**src/rtl/boot_pkg.sv**
```systemverilog
// Shared types and constants for the UART program download loader.
// Pure declarations; no timing behaviour.
// No flow control of its own.
package boot_pkg;

  // Parser / sequencer states, in frame order
  typedef enum logic [3:0] {
    IDLE,
    TGT,
    ADDR0,
    ADDR1,
    LEN0,
    LEN1,
    DATA,
    CSUM,
    DRAIN,
    DONE
  } boot_state_e;

  localparam logic [7:0] SOF_BYTE = 8'hA5;
  localparam logic [7:0] EOF_BYTE = 8'h5A;

  localparam logic TGT_IMEM = 1'b0;
  localparam logic TGT_DMEM = 1'b1;

  // States where a frame is in flight and the inter-byte timer runs
  function automatic logic in_frame(boot_state_e s);
    return (s == TGT) || (s == ADDR0) || (s == ADDR1) || (s == LEN0) ||
           (s == LEN1) || (s == DATA) || (s == CSUM);
  endfunction

endpackage

```
**src/rtl/uart_boot_loader_if.sv**
```systemverilog
// Memory write port from the boot loader to the instruction/data memory muxes.
// Combinational wiring only.
// Ready/valid: a write transfers on a clock edge with mem_wr_en & mem_wr_ready.
interface uart_boot_loader_if #(
  parameter int ADDR_W = 14
) ();
  logic              mem_wr_en;
  logic              mem_wr_sel;
  logic [ADDR_W-1:0] mem_wr_addr;
  logic [31:0]       mem_wr_data;
  logic              mem_wr_ready;

  modport master (
    output mem_wr_en, mem_wr_sel, mem_wr_addr, mem_wr_data,
    input  mem_wr_ready
  );

  modport slave (
    input  mem_wr_en, mem_wr_sel, mem_wr_addr, mem_wr_data,
    output mem_wr_ready
  );
endinterface

```
**src/rtl/boot_wr_channel.sv**
```systemverilog
// Single-entry write holding register with handshake, overrun detect and write counter.
// Latency: a completed word appears on the port one cycle after word_vld.
// Backpressure: holds the entry until ready; a new word arriving while blocked is dropped and flagged.
module boot_wr_channel #(
  parameter int ADDR_W = 14
) (
  input  logic              clk,
  input  logic              reset_n,
  input  logic              word_vld,
  input  logic              word_sel,
  input  logic [ADDR_W-1:0] word_addr,
  input  logic [31:0]       word_dat,
  uart_boot_loader_if.master mem,
  output logic              busy,
  output logic              err_overrun,
  output logic [15:0]       words_written
);

  logic              pend_q;
  logic              sel_q;
  logic [ADDR_W-1:0] addr_q;
  logic [31:0]       data_q;
  logic              overrun_q;
  logic [15:0]       cnt_q;
  logic              xfer;

  assign xfer = pend_q & mem.mem_wr_ready;

  // Holding register: a new word loads when the slot is free or is being emptied this cycle
  always_ff @(posedge clk or negedge reset_n) begin
    if (!reset_n) begin
      pend_q    <= 1'b0;
      sel_q     <= 1'b0;
      addr_q    <= '0;
      data_q    <= '0;
      overrun_q <= 1'b0;
    end else begin
      if (word_vld) begin
        if (!pend_q || mem.mem_wr_ready) begin
          pend_q <= 1'b1;
          sel_q  <= word_sel;
          addr_q <= word_addr;
          data_q <= word_dat;
        end else begin
          overrun_q <= 1'b1;
        end
      end else if (xfer) begin
        pend_q <= 1'b0;
      end
    end
  end

  // Accepted-write counter, wraps naturally at 16 bits
  always_ff @(posedge clk or negedge reset_n) begin
    if (!reset_n) begin
      cnt_q <= '0;
    end else if (xfer) begin
      cnt_q <= cnt_q + 16'd1;
    end
  end

  assign mem.mem_wr_en   = pend_q;
  assign mem.mem_wr_sel  = sel_q;
  assign mem.mem_wr_addr = addr_q;
  assign mem.mem_wr_data = data_q;
  assign busy            = pend_q;
  assign err_overrun     = overrun_q;
  assign words_written   = cnt_q;

endmodule

```
**src/rtl/uart_boot_loader.sv**
```systemverilog
// Parses framed UART segments into 32-bit words, writes them to imem/dmem, releases CPU after end marker.
// Latency: each byte is consumed on its rx_valid cycle; a write request follows the 4th byte by one cycle.
// Backpressure: none toward the UART; a blocked write port causes later words to be dropped (err_overrun).
module uart_boot_loader #(
  parameter int ADDR_W         = 14,
  parameter int TIMEOUT_CYCLES = 5000000,
  parameter int TMR_W          = 23
) (
  input  logic              clk,
  input  logic              reset_n,
  input  logic [7:0]        rx_data,
  input  logic              rx_valid,
  uart_boot_loader_if.master mem,
  output logic              load_done,
  output logic              cpu_hold,
  output logic              err_checksum,
  output logic              err_timeout,
  output logic              err_overrun,
  output logic [15:0]       words_written
);
  import boot_pkg::*;

  boot_state_e       state_q, state_d;
  logic              sel_q, sel_d;
  logic [ADDR_W-1:0] addr_q, addr_d;
  logic [15:0]       len_q, len_d;
  logic [1:0]        idx_q, idx_d;
  logic [31:0]       word_q, word_d;
  logic [7:0]        csum_q, csum_d;
  logic [TMR_W-1:0]  tmr_q, tmr_d;
  logic              err_csum_q, err_csum_d;
  logic              err_tmo_q, err_tmo_d;

  logic              word_vld;
  logic [31:0]       word_dat;
  logic              wr_busy;

  // State and datapath registers
  always_ff @(posedge clk or negedge reset_n) begin
    if (!reset_n) begin
      state_q    <= IDLE;
      sel_q      <= TGT_IMEM;
      addr_q     <= '0;
      len_q      <= '0;
      idx_q      <= '0;
      word_q     <= '0;
      csum_q     <= '0;
      tmr_q      <= '0;
      err_csum_q <= 1'b0;
      err_tmo_q  <= 1'b0;
    end else begin
      state_q    <= state_d;
      sel_q      <= sel_d;
      addr_q     <= addr_d;
      len_q      <= len_d;
      idx_q      <= idx_d;
      word_q     <= word_d;
      csum_q     <= csum_d;
      tmr_q      <= tmr_d;
      err_csum_q <= err_csum_d;
      err_tmo_q  <= err_tmo_d;
    end
  end

  // Frame parser: next state, field capture, running XOR, word hand-off and inter-byte timeout
  always_comb begin
    state_d    = state_q;
    sel_d      = sel_q;
    addr_d     = addr_q;
    len_d      = len_q;
    idx_d      = idx_q;
    word_d     = word_q;
    csum_d     = csum_q;
    tmr_d      = tmr_q;
    err_csum_d = err_csum_q;
    err_tmo_d  = err_tmo_q;
    word_vld   = 1'b0;
    word_dat   = {rx_data, word_q[31:8]};

    if (rx_valid) begin
      case (state_q)
        IDLE: begin
          if (rx_data == SOF_BYTE) begin
            state_d = TGT;
          end else if (rx_data == EOF_BYTE) begin
            state_d = DRAIN;
          end
        end
        TGT: begin
          sel_d   = rx_data[0] ? TGT_DMEM : TGT_IMEM;
          csum_d  = rx_data;
          state_d = ADDR0;
        end
        ADDR0: begin
          addr_d  = ADDR_W'(rx_data);
          csum_d  = csum_q ^ rx_data;
          state_d = ADDR1;
        end
        ADDR1: begin
          addr_d  = ADDR_W'({rx_data, 8'(addr_q)});
          csum_d  = csum_q ^ rx_data;
          state_d = LEN0;
        end
        LEN0: begin
          len_d   = {8'h00, rx_data};
          csum_d  = csum_q ^ rx_data;
          state_d = LEN1;
        end
        LEN1: begin
          len_d   = {rx_data, len_q[7:0]};
          csum_d  = csum_q ^ rx_data;
          idx_d   = '0;
          state_d = ({rx_data, len_q[7:0]} == 16'd0) ? CSUM : DATA;
        end
        DATA: begin
          word_d = word_dat;
          csum_d = csum_q ^ rx_data;
          idx_d  = idx_q + 2'd1;
          if (idx_q == 2'd3) begin
            word_vld = 1'b1;
            addr_d   = addr_q + ADDR_W'(1);
            len_d    = len_q - 16'd1;
            if (len_q == 16'd1) begin
              state_d = CSUM;
            end
          end
        end
        CSUM: begin
          if (rx_data != csum_q) begin
            err_csum_d = 1'b1;
          end
          state_d = IDLE;
        end
        default: ;
      endcase
    end

    // DRAIN completes once the holding register is empty; nothing needs a byte here
    if (state_q == DRAIN && !wr_busy) begin
      state_d = DONE;
    end

    // Inter-byte timer: a byte on the expiry cycle takes priority over the timeout
    if (in_frame(state_q)) begin
      if (rx_valid) begin
        tmr_d = '0;
      end else if (tmr_q == TMR_W'(TIMEOUT_CYCLES - 1)) begin
        tmr_d     = '0;
        err_tmo_d = 1'b1;
        idx_d     = '0;
        state_d   = IDLE;
      end else begin
        tmr_d = tmr_q + TMR_W'(1);
      end
    end else begin
      tmr_d = '0;
    end
  end

  boot_wr_channel #(
    .ADDR_W(ADDR_W)
  ) u_wr (
    .clk          (clk),
    .reset_n      (reset_n),
    .word_vld     (word_vld),
    .word_sel     (sel_q),
    .word_addr    (addr_q),
    .word_dat     (word_dat),
    .mem          (mem),
    .busy         (wr_busy),
    .err_overrun  (err_overrun),
    .words_written(words_written)
  );

  assign load_done    = (state_q == DONE);
  assign cpu_hold     = (state_q != DONE);
  assign err_checksum = err_csum_q;
  assign err_timeout  = err_tmo_q;

endmodule
```
**src/flat_wrapper.sv**
```systemverilog
// flat-port wrapper written by rule: the top's interface ports become plain ports
module uart_boot_loader_flat import boot_pkg::*;
#(
  parameter int ADDR_W         = 14,
  parameter int TIMEOUT_CYCLES = 5000000,
  parameter int TMR_W          = 23
)
  (clk, reset_n, rx_data, rx_valid, load_done, cpu_hold, err_checksum, err_timeout, err_overrun, words_written, mem_mem_wr_en, mem_mem_wr_sel, mem_mem_wr_addr, mem_mem_wr_data, mem_mem_wr_ready);
  uart_boot_loader_if #(.ADDR_W(ADDR_W)) mem_i ();
  input  logic clk;
  input  logic reset_n;
  input  logic [7:0] rx_data;
  input  logic rx_valid;
  output logic load_done;
  output logic cpu_hold;
  output logic err_checksum;
  output logic err_timeout;
  output logic err_overrun;
  output logic [15:0] words_written;
  output wire logic [$bits(mem_i.mem_wr_en)-1:0] mem_mem_wr_en;
  output wire logic [$bits(mem_i.mem_wr_sel)-1:0] mem_mem_wr_sel;
  output wire logic [$bits(mem_i.mem_wr_addr)-1:0] mem_mem_wr_addr;
  output wire logic [$bits(mem_i.mem_wr_data)-1:0] mem_mem_wr_data;
  input wire logic [$bits(mem_i.mem_wr_ready)-1:0] mem_mem_wr_ready;
  assign mem_mem_wr_en = mem_i.mem_wr_en;
  assign mem_mem_wr_sel = mem_i.mem_wr_sel;
  assign mem_mem_wr_addr = mem_i.mem_wr_addr;
  assign mem_mem_wr_data = mem_i.mem_wr_data;
  assign mem_i.mem_wr_ready = mem_mem_wr_ready;
  uart_boot_loader #(.ADDR_W(ADDR_W), .TIMEOUT_CYCLES(TIMEOUT_CYCLES), .TMR_W(TMR_W)) u_core (.clk(clk), .reset_n(reset_n), .rx_data(rx_data), .rx_valid(rx_valid), .mem(mem_i), .load_done(load_done), .cpu_hold(cpu_hold), .err_checksum(err_checksum), .err_timeout(err_timeout), .err_overrun(err_overrun), .words_written(words_written));
endmodule
```
**config.mk**
```make
export PLATFORM = sky130hd
export DESIGN_NAME = uart_boot_loader_flat
export DESIGN_NICKNAME = d
export VERILOG_FILES = /design/src/rtl/boot_pkg.sv /design/src/rtl/uart_boot_loader_if.sv /design/src/rtl/boot_wr_channel.sv /design/src/rtl/uart_boot_loader.sv /design/src/flat_wrapper.sv
export SDC_FILE = /design/constraint.sdc
export NUM_CORES = 1
export LEC_CHECK = 0
export CORE_UTILIZATION = 64
export CTS_CLUSTER_DIAMETER = 120
export DETAILED_ROUTE_END_ITERATION = 16
export DONT_BUFFER_PORTS = 1
export HOLD_SLACK_MARGIN = 0.15
export PLACE_DENSITY = 0.76
export SLEW_MARGIN = 20
export SYNTH_ARGS = -nofsm -noshare
export SYNTH_HDL_FRONTEND = slang
export SYNTH_SLANG_ARGS = --single-unit
```
**constraint.sdc**
```tcl
create_clock -name clk -period 2.9 [get_ports clk]
set_clock_uncertainty 0.15 [all_clocks]
set_input_delay 0.29 -clock clk [delete_from_list [all_inputs] [get_ports clk]]
set_output_delay 0.29 -clock clk [all_outputs]
set_load 0.01 [all_outputs]
```
==> metrics.md, run 1 <==
| Metric | Value |
|---|---|
| Status | `finished, violations left` |
| Failing checks | `design-rule violations, negative hold slack` |
| Slowest-stage cell, CP | `dlygate4sd3_1` |
| # hold bufs at CTS | `16` |
| Placed cell count | `872` |
| Clk pwr share | `0.274` |
| Multi-input gate area | `about 3400 um^2` |
| Filler Cells Inserted | `~780` |
| Worst skew pair latency | `0.43 ns` |
| Reg2reg start | `u_core.state_q[1]$_DFF_PN0_` |
| Relative slew slack | `0.4344` |
| RePlAce Congestion | `0.8642` |
| R2r worst-path depth | `8` |
| H-tree Lvls | `4` |
| Total Negative Setup Slacks | `0 ns` |
| Final worst slack | `0.2608 ns` |
| Largest net degree at the start of global routing | `160` |
| Hold WS | `-0.5976 ns` |
| CTS root buffer | `clkbuf_16` |
| Worst Max-Slew Pin Slew | `0.8406 ns` |
| Pwr Total | `8.061 mW` |
| Clk sinks | `~160` |
| PwrDens | `947.4 nW/um^2` |
| CTS clk-pin slew, worst paths | `~0.070 ns` |
| Setup WS pre-CTS | `roughly 0.56 ns` |
| Rows | `39` |
| Global-route wire length before repair | `30,150 um` |
| RSZ-0062 raised after global routing | `false` |
| Largest fanout on the critical path | `24` |
| WL final | `18,180 um` |
| Layout cell share with drive strength beyond 1 | `0.1368` |
| Reg-to-Reg End | `u_core.word_q[30]$_DFFE_PN0P_` |
| Grt ovf | `0` |
| Post-cts resize count | `0` |
| CTS tree | `built` |
| Crit path DAT | `2.80 ns` |
| Mean Syn Cell Area | `10.08 um^2` |
| Initial antenna violation count | `1` |
| NumNets Final | `783` |
| Finished Layout Cells | `919` |
| CP Class | `reg -> reg` |
| Final hold viol count | `159` |
| Area post-placement | `7766 um^2` |
| Crit path cell chain | `buf_4, nor4bb_2, buf_4, nand2_1, buf_4, nand2_1, nand2_1, dlygate4sd3_1` |
| PortBufs | `0` |
| Distinct cell type count after synthesis | `59` |
| Final Setup Violations | `0` |
| Die Width | `between 100 and 150 um` |
| TritonCTS buffer count | `17` |
| Setup slack, reg-to-reg | `0.26 ns` |
| Standby leakage power | `3.851 nW` |
| Asr flop ratio synth | `1.000` |
| Post-Layout Inst Area | `8508 um^2` |
| Storage element area | `3979 um^2` |
| Number of synthesis warnings | `0` |
| Vias in the first global route | `5,788` |
| Post-synth EDFFs | `0` |
| Worst Setup Start Kind | `flip-flop` |
| CP Capture Type | `flip-flop` |
| Area added between synthesis and finish | `11.55%` |
| Post-Synthesis Cell Area | `7627 um^2` |
| Sequential area share after synthesis | `0.5217` |
| Vias | `5,915` |
| Max_cap viols | `0` |
| Placed wire-length estimate | `10,770 um` |
| Required @ worst endpoint | `3.06 ns` |
| Worst-case clock buffer depth | `2` |
| Num ports | `81` |
| Final ANT Viol Nets | `0` |
| Sequential Power Share | `0.451` |
| Die Height | `111.2 um` |
| Total GRT Usage | `0.3128` |
| Maximum clock frequency | `0.3789 GHz` |
| Worst IR drop on VDD | `0.0004633 V` |
| Slowest stage delay, CP | `0.56 ns` |
| Period utilisation layout | `0.9101` |
| Dominant synthesized flop cell | `dfrtp_1` |
| Initial Util | `0.6623` |
| NetSw | `roughly 2.9 mW` |
| Sw Ratio | `0.3539` |
| DR pass1 iterations | `11` |
| Mapped Nets | `about 780` |
| Postcts setup bufs | `0` |
| Gate power share | `0.276` |
| Core Footprint | `about 12,000 um^2` |
| Average wire per standard cell | `~20 um` |
| Internal | `5.208 mW` |
| Commonest non-fill, non-tap cell in the layout | `dfrtp_1` |
| Synthesized instance count | `757` |
| Drt first-iter violations | `698` |
| Die area | `12,360 um^2` |
| Type of the worst min-delay path | `in -> async` |
| Most frequent cells in the layout | `159 x dfrtp_1, 100 x nand2_1, 49 x mux2_2, 48 x o21ai_0, 47 x nor2_1` |
| Yosys reg bits | `159` |
| Remaining DRCs | `18` |
| Final Max Slew Viols | `0` |
| Via density | `6.436` |
| Min Tclk post-route | `roughly 2.6 ns` |
## stage by stage
step | util | hold WS, ns
floorplan | - | -0.1556
global placement | 0.6744 | -0.1528
global route | 0.7388 | -0.6117
detailed placement | 0.6744 | -0.1527
CTS | 0.7386 | -0.6137
finish | 0.7388 | -0.5976
## worst max path at each step
stage                                     start                             to  slack [ns]
detailed placement    u_core.tmr_q[0]$_DFF_PN0_     u_core.tmr_q[22]$_DFF_PN0_        0.56
finish              u_core.state_q[1]$_DFF_PN0_  u_core.word_q[30]$_DFFE_PN0P_        0.26
CTS                 u_core.state_q[1]$_DFF_PN0_  u_core.word_q[29]$_DFFE_PN0P_        0.32
global route        u_core.state_q[1]$_DFF_PN0_  u_core.word_q[30]$_DFFE_PN0P_        0.14
global placement      u_core.tmr_q[0]$_DFF_PN0_     u_core.tmr_q[22]$_DFF_PN0_        0.62
floorplan             u_core.tmr_q[0]$_DFF_PN0_      u_core.tmr_q[2]$_DFF_PN0_        0.83
## layout make-up
cell class,count,area share
inverter,16,0.007059
multi-input combinational,539,0.4024
sequential,159,0.4676
clock buffer,21,0.05529
clock inverter,9,0.01279
tap,143,0.02103
antenna,1,0.0002941
timing repair buffer,31,0.03353
## power groups by stage
stage,clock [mW],sequential (mW),combinational [mW]
floorplan,0,3.44,1.70
global route,2.31,3.72,2.50
CTS,2.23,3.61,2.19
finish,2.21,3.63,2.22
detailed placement,0,3.65,2.07
global placement,0,3.60,1.97
## registers in the layout (all words and copies together), names as in the netlist
name                         flops
u_core.u_wr.mem.mem_wr_data     32
u_core.word_q                   24
u_core.tmr_q                    23
u_core.len_q                    16
u_core.u_wr.words_written       16
u_core.addr_q                   14
u_core.u_wr.mem.mem_wr_addr     14
u_core.csum_q                    8
u_core.state_q                   4
u_core.idx_q                     2
u_core.err_checksum              1
u_core.err_timeout               1
u_core.sel_q                     1
u_core.u_wr.busy                 1
u_core.u_wr.err_overrun          1
u_core.u_wr.mem.mem_wr_sel       1
## cells in the mapped netlist, types with 2 or more instances
library cell  instances  area [um^2]
nor4bb_1              3        30.03
a22o_1                9        78.83
nor3b_1               3        22.52
nor3_1               24        120.1
o211ai_1              2        15.01
a21oi_1              33        165.2
nand3b_1              3        22.52
clkbuf_1             35        131.4
nor4b_1               2        17.52
nand3_1              29        145.1
a31oi_1               4        25.02
inv_1                16        60.06
or4_4                 2        22.52
o2bb2ai_1             5        43.79
and3_1               12        75.07
nand2_1             100        375.4
o22ai_1               7        43.79
or4_1                 9        67.56
buf_2                 6        30.03
or2_2                 5        31.28
a221oi_1              3        26.28
nor2b_1               3        18.77
a22oi_1               6        45.04
a211oi_1              5        37.54
o31ai_1               5        37.54
xor2_1               13        113.9
o21bai_1              2        15.01
a2bb2oi_1             7        61.31
nor2_1               47        176.4
ha_1                  7        87.58
mux2i_1               3        30.03
xnor2_1              22        192.7
or3_1                11        68.82
nand4_1              10        62.56
a32oi_1               3        26.28
nand4b_1              2        17.52
nor4_1               13        81.33
o21ai_0              48        240.2
and2_1                4        25.02
and4_1                5        43.79
nand2b_1              5        31.28
mux2_2               49        551.8
dfrtp_1             159         3979
## cell families (layout without fill, tap and decap cells)
group / count (synthesis) / after routing / synth area share
AO/OA/AOI/OAI: 148 / 148 / 0.1225
XOR/XNOR: 35 / 35 / 0.04019
adder cells (fa/ha/maj): 7 / 7 / 0.01148
buffers and inverters: 59 / 77 / 0.03100
flip-flops: 159 / 159 / 0.5217
multiplexers: 52 / 52 / 0.07628
other: 0 / 1 / 0
AND/OR/NAND/NOR: 297 / 297 / 0.1969
## layer usage
metal  vias up  GRT usage  wire (um)
met3        40    0.06889       1296
li1       2732          -          -
met4         0     0.1126        394
met1      2922     0.4153       7688
met2       221     0.5079       8796
met5         -          0          0
## critical path: cells and delay by family, from the launching register on
kind / cells / cell delay, ns
flip-flops: 1 / 0.54
AND/OR/NAND/NOR: 4 / 0.55
buffers and inverters: 4 / 1.26
Power figures use the tool's default switching activity.
==> inputs of run 2 (changes only) <==
--- a/config.mk
+++ b/config.mk
@@ -9,8 +9,10 @@
 export CTS_CLUSTER_DIAMETER = 120
 export DETAILED_ROUTE_END_ITERATION = 16
 export DONT_BUFFER_PORTS = 1
+export GPL_TIMING_DRIVEN = 0
 export HOLD_SLACK_MARGIN = 0.15
 export PLACE_DENSITY = 0.76
+export SKIP_CTS_REPAIR_TIMING = 1
 export SLEW_MARGIN = 20
 export SYNTH_ARGS = -nofsm -noshare
 export SYNTH_HDL_FRONTEND = slang
==> run 2 against run 1 <==
- the run still ends with design-rule violations, negative hold slack left
- critical path depth fell by 1
- sequential power barely moved
- total power fell by 0.22%
- via count grew 3.2%
- wire length grew 1.1%
- maximum frequency increased by 1.1%
- worst setup slack improved by 0.029 ns
- sequential share of layout area is 0.33 points higher
- sequential cell count is the same
- first-iteration DRC count is 23% lower
- largest cell class unchanged
==> metrics.md, run 2 (synthesis results as in run 1) <==
| Metric | Value |
|---|---|
| Status | `finished, violations left` |
| Failing checks | `design-rule violations, negative hold slack` |
| Final hold viol count | `around 160` |
| Largest net degree at the start of global routing | `160` |
| Drt first-iter violations | `approximately 540` |
| CP Class | `reg -> reg` |
| TritonCTS buffer count | `17` |
| Final Max Slew Viols | `0` |
| Min Tclk post-route | `2.610 ns` |
| Gate power share | `0.275` |
| Area added between synthesis and finish | `10.78%` |
| Worst Setup Start Kind | `flip-flop` |
| Vias in the first global route | `6,059` |
| Vias | `6,103` |
| Worst-case clock buffer depth | `2` |
| CP Capture Type | `flip-flop` |
| Final ANT Viol Nets | `0` |
| Total Negative Setup Slacks | `0 ns` |
| Maximum clock frequency | `0.3831 GHz` |
| Final worst slack | `0.2896 ns` |
| CTS root buffer | `clkbuf_16` |
| Worst IR drop on VDD | `between 0.0004 and 0.0005 V` |
| Average wire per standard cell | `19.61 um` |
| Die area | `12,360 um^2` |
| Worst Max-Slew Pin Slew | `0.8065 ns` |
| Grt ovf | `0` |
| Largest register FFs | `32` |
| Core Footprint | `11,520 um^2` |
| RePlAce Congestion | `0.9276` |
| Max_cap viols | `0` |
| Standby leakage power | `3.793 nW` |
| NetSw | `around 2.9 mW` |
| Die Width | `~110 um` |
| WL final | `18,370 um` |
| Required @ worst endpoint | `3.06 ns` |
| Commonest non-fill, non-tap cell in the layout | `dfrtp_1` |
| Period utilisation layout | `0.9001` |
| Crit path DAT | `roughly 2.8 ns` |
| Total GRT Usage | `0.3145` |
| Post-Layout Inst Area | `8449 um^2` |
| Area post-placement | `7806 um^2` |
| Largest fanout on the critical path | `10` |
| Pwr Total | `a little over 8 mW` |
| PwrDens | `952.0 nW/um^2` |
| Clk pwr share | `0.277` |
| H-tree Lvls | `4` |
| Setup WS pre-CTS | `0.4150 ns` |
| CTS clk-pin slew, worst paths | `0.06 ns` |
| NumNets Final | `800` |
| Internal | `roughly 5 mW` |
| Most frequent cells in the layout | `159 x dfrtp_1, 100 x nand2_1, 49 x mux2_2, 48 x o21ai_0, 47 x nor2_1` |
| Ant diodes | `0` |
| Type of the worst min-delay path | `in -> async` |
| Worst skew pair latency | `0.43 ns` |
| Initial antenna violation count | `0` |
| Hold WS | `-0.5993 ns` |
| Relative slew slack | `0.4611` |
| Final Setup Violations | `0` |
| Clk sinks | `159` |
| Initial Util | `0.6623` |
| Num ports | `81` |
| Die Height | `111.2 um` |
| Sw Ratio | `0.3641` |
| PortBufs | `0` |
| RSZ-0062 raised after global routing | `false` |
| Placed wire-length estimate | `between 10,000 and 15,000 um` |
| CTS tree | `built` |
| Rows | `39` |
| Global-route wire length before repair | `30,440 um` |
| Sequential Power Share | `0.448` |
| Layout cell share with drive strength beyond 1 | `0.1222` |
| Via density | `6.513` |
| DR pass1 iterations | `13` |
| Remaining DRCs | `18` |
-- run 2: cell count changes in the layout (fill, tap and decap cells not counted), moves of 3 or more --
cell,before,now
clkbuf_1,1,37
clkinv_4,1,4
buf_4,14,0
buf_2,0,6
dlygate4sd3_1,16,5
-- run 2: power by group through the flow --
| stage | Clock (mW) | Combinational (mW) | Sequential (mW) |
|---|---|---|---|
| finish | 2.23 | 2.21 | 3.61 |
| global route | 2.35 | 2.48 | 3.69 |
| floorplan | 0 | 1.70 | 3.44 |
| global placement | 0 | 2.04 | 3.58 |
| CTS | 2.25 | 2.17 | 3.60 |
| detailed placement | 0 | 2.14 | 3.63 |
-- run 2: final timing paths --
kind / start / to / slack [ns] / cells past startpoint
setup / recovery: u_core.state_q[1]$_DFF_PN0_ / u_core.word_q[31]$_DFFE_PN0P_ / 0.29 / 7
max in group asynchronous: reset_n / u_core.state_q[1]$_DFF_PN0_ / 3.01 / 0
hold reg to reg: u_core.word_q[8]$_DFFE_PN0P_ / u_core.word_q[8]$_DFFE_PN0P_ / 0.32 / 2
min in group clk: rx_data[2] / u_core.err_checksum$_DFFE_PN0P_ / 0.15 / 3
hold / removal: reset_n / u_core.u_wr.mem.mem_wr_data[4]$_DFFE_PN0P_ / -0.60 / 0
setup reg to reg: u_core.state_q[1]$_DFF_PN0_ / u_core.word_q[31]$_DFFE_PN0P_ / 0.29 / 7
-- run 2: metal layers --
layer,part of all wire,vias to the layer above,global-route usage
li1,-,2765,-
met1,0.41,3037,0.4084
met2,0.49,261,0.5092
met3,0.077,40,0.08420
met4,0.020,0,0.1144
met5,0,-,0
-- run 2: area by class of cell --
class / count / area, um^2
sequential: 159 / 3979
multi-input combinational: 539 / 3412
fill: 816 / 3067
clock buffer: 21 / 460.4
tap: 143 / 178.9
buffer: 43 / 176.4
clock inverter: 11 / 132.6
inverter: 16 / 60.06
timing repair buffer: 5 / 50.05
-- run 2: worst max-delay path, stage by stage (launching register included) --
cell	delay [ns]
dfrtp_1	0.34
clkbuf_1	0.34
nor4bb_1	0.32
clkbuf_1	0.45
nand2_1	0.31
clkbuf_1	0.35
nand2_1	0.16
nand2_1	0.08
-- run 2: through the flow --
step / std cells / util
after floorplan: 757 / -
after global placement: 900 / 0.6779
after CTS: 932 / 0.7294
final: 937 / 0.7337
after detailed placement: 900 / 0.6779
after global routing: 937 / 0.7337
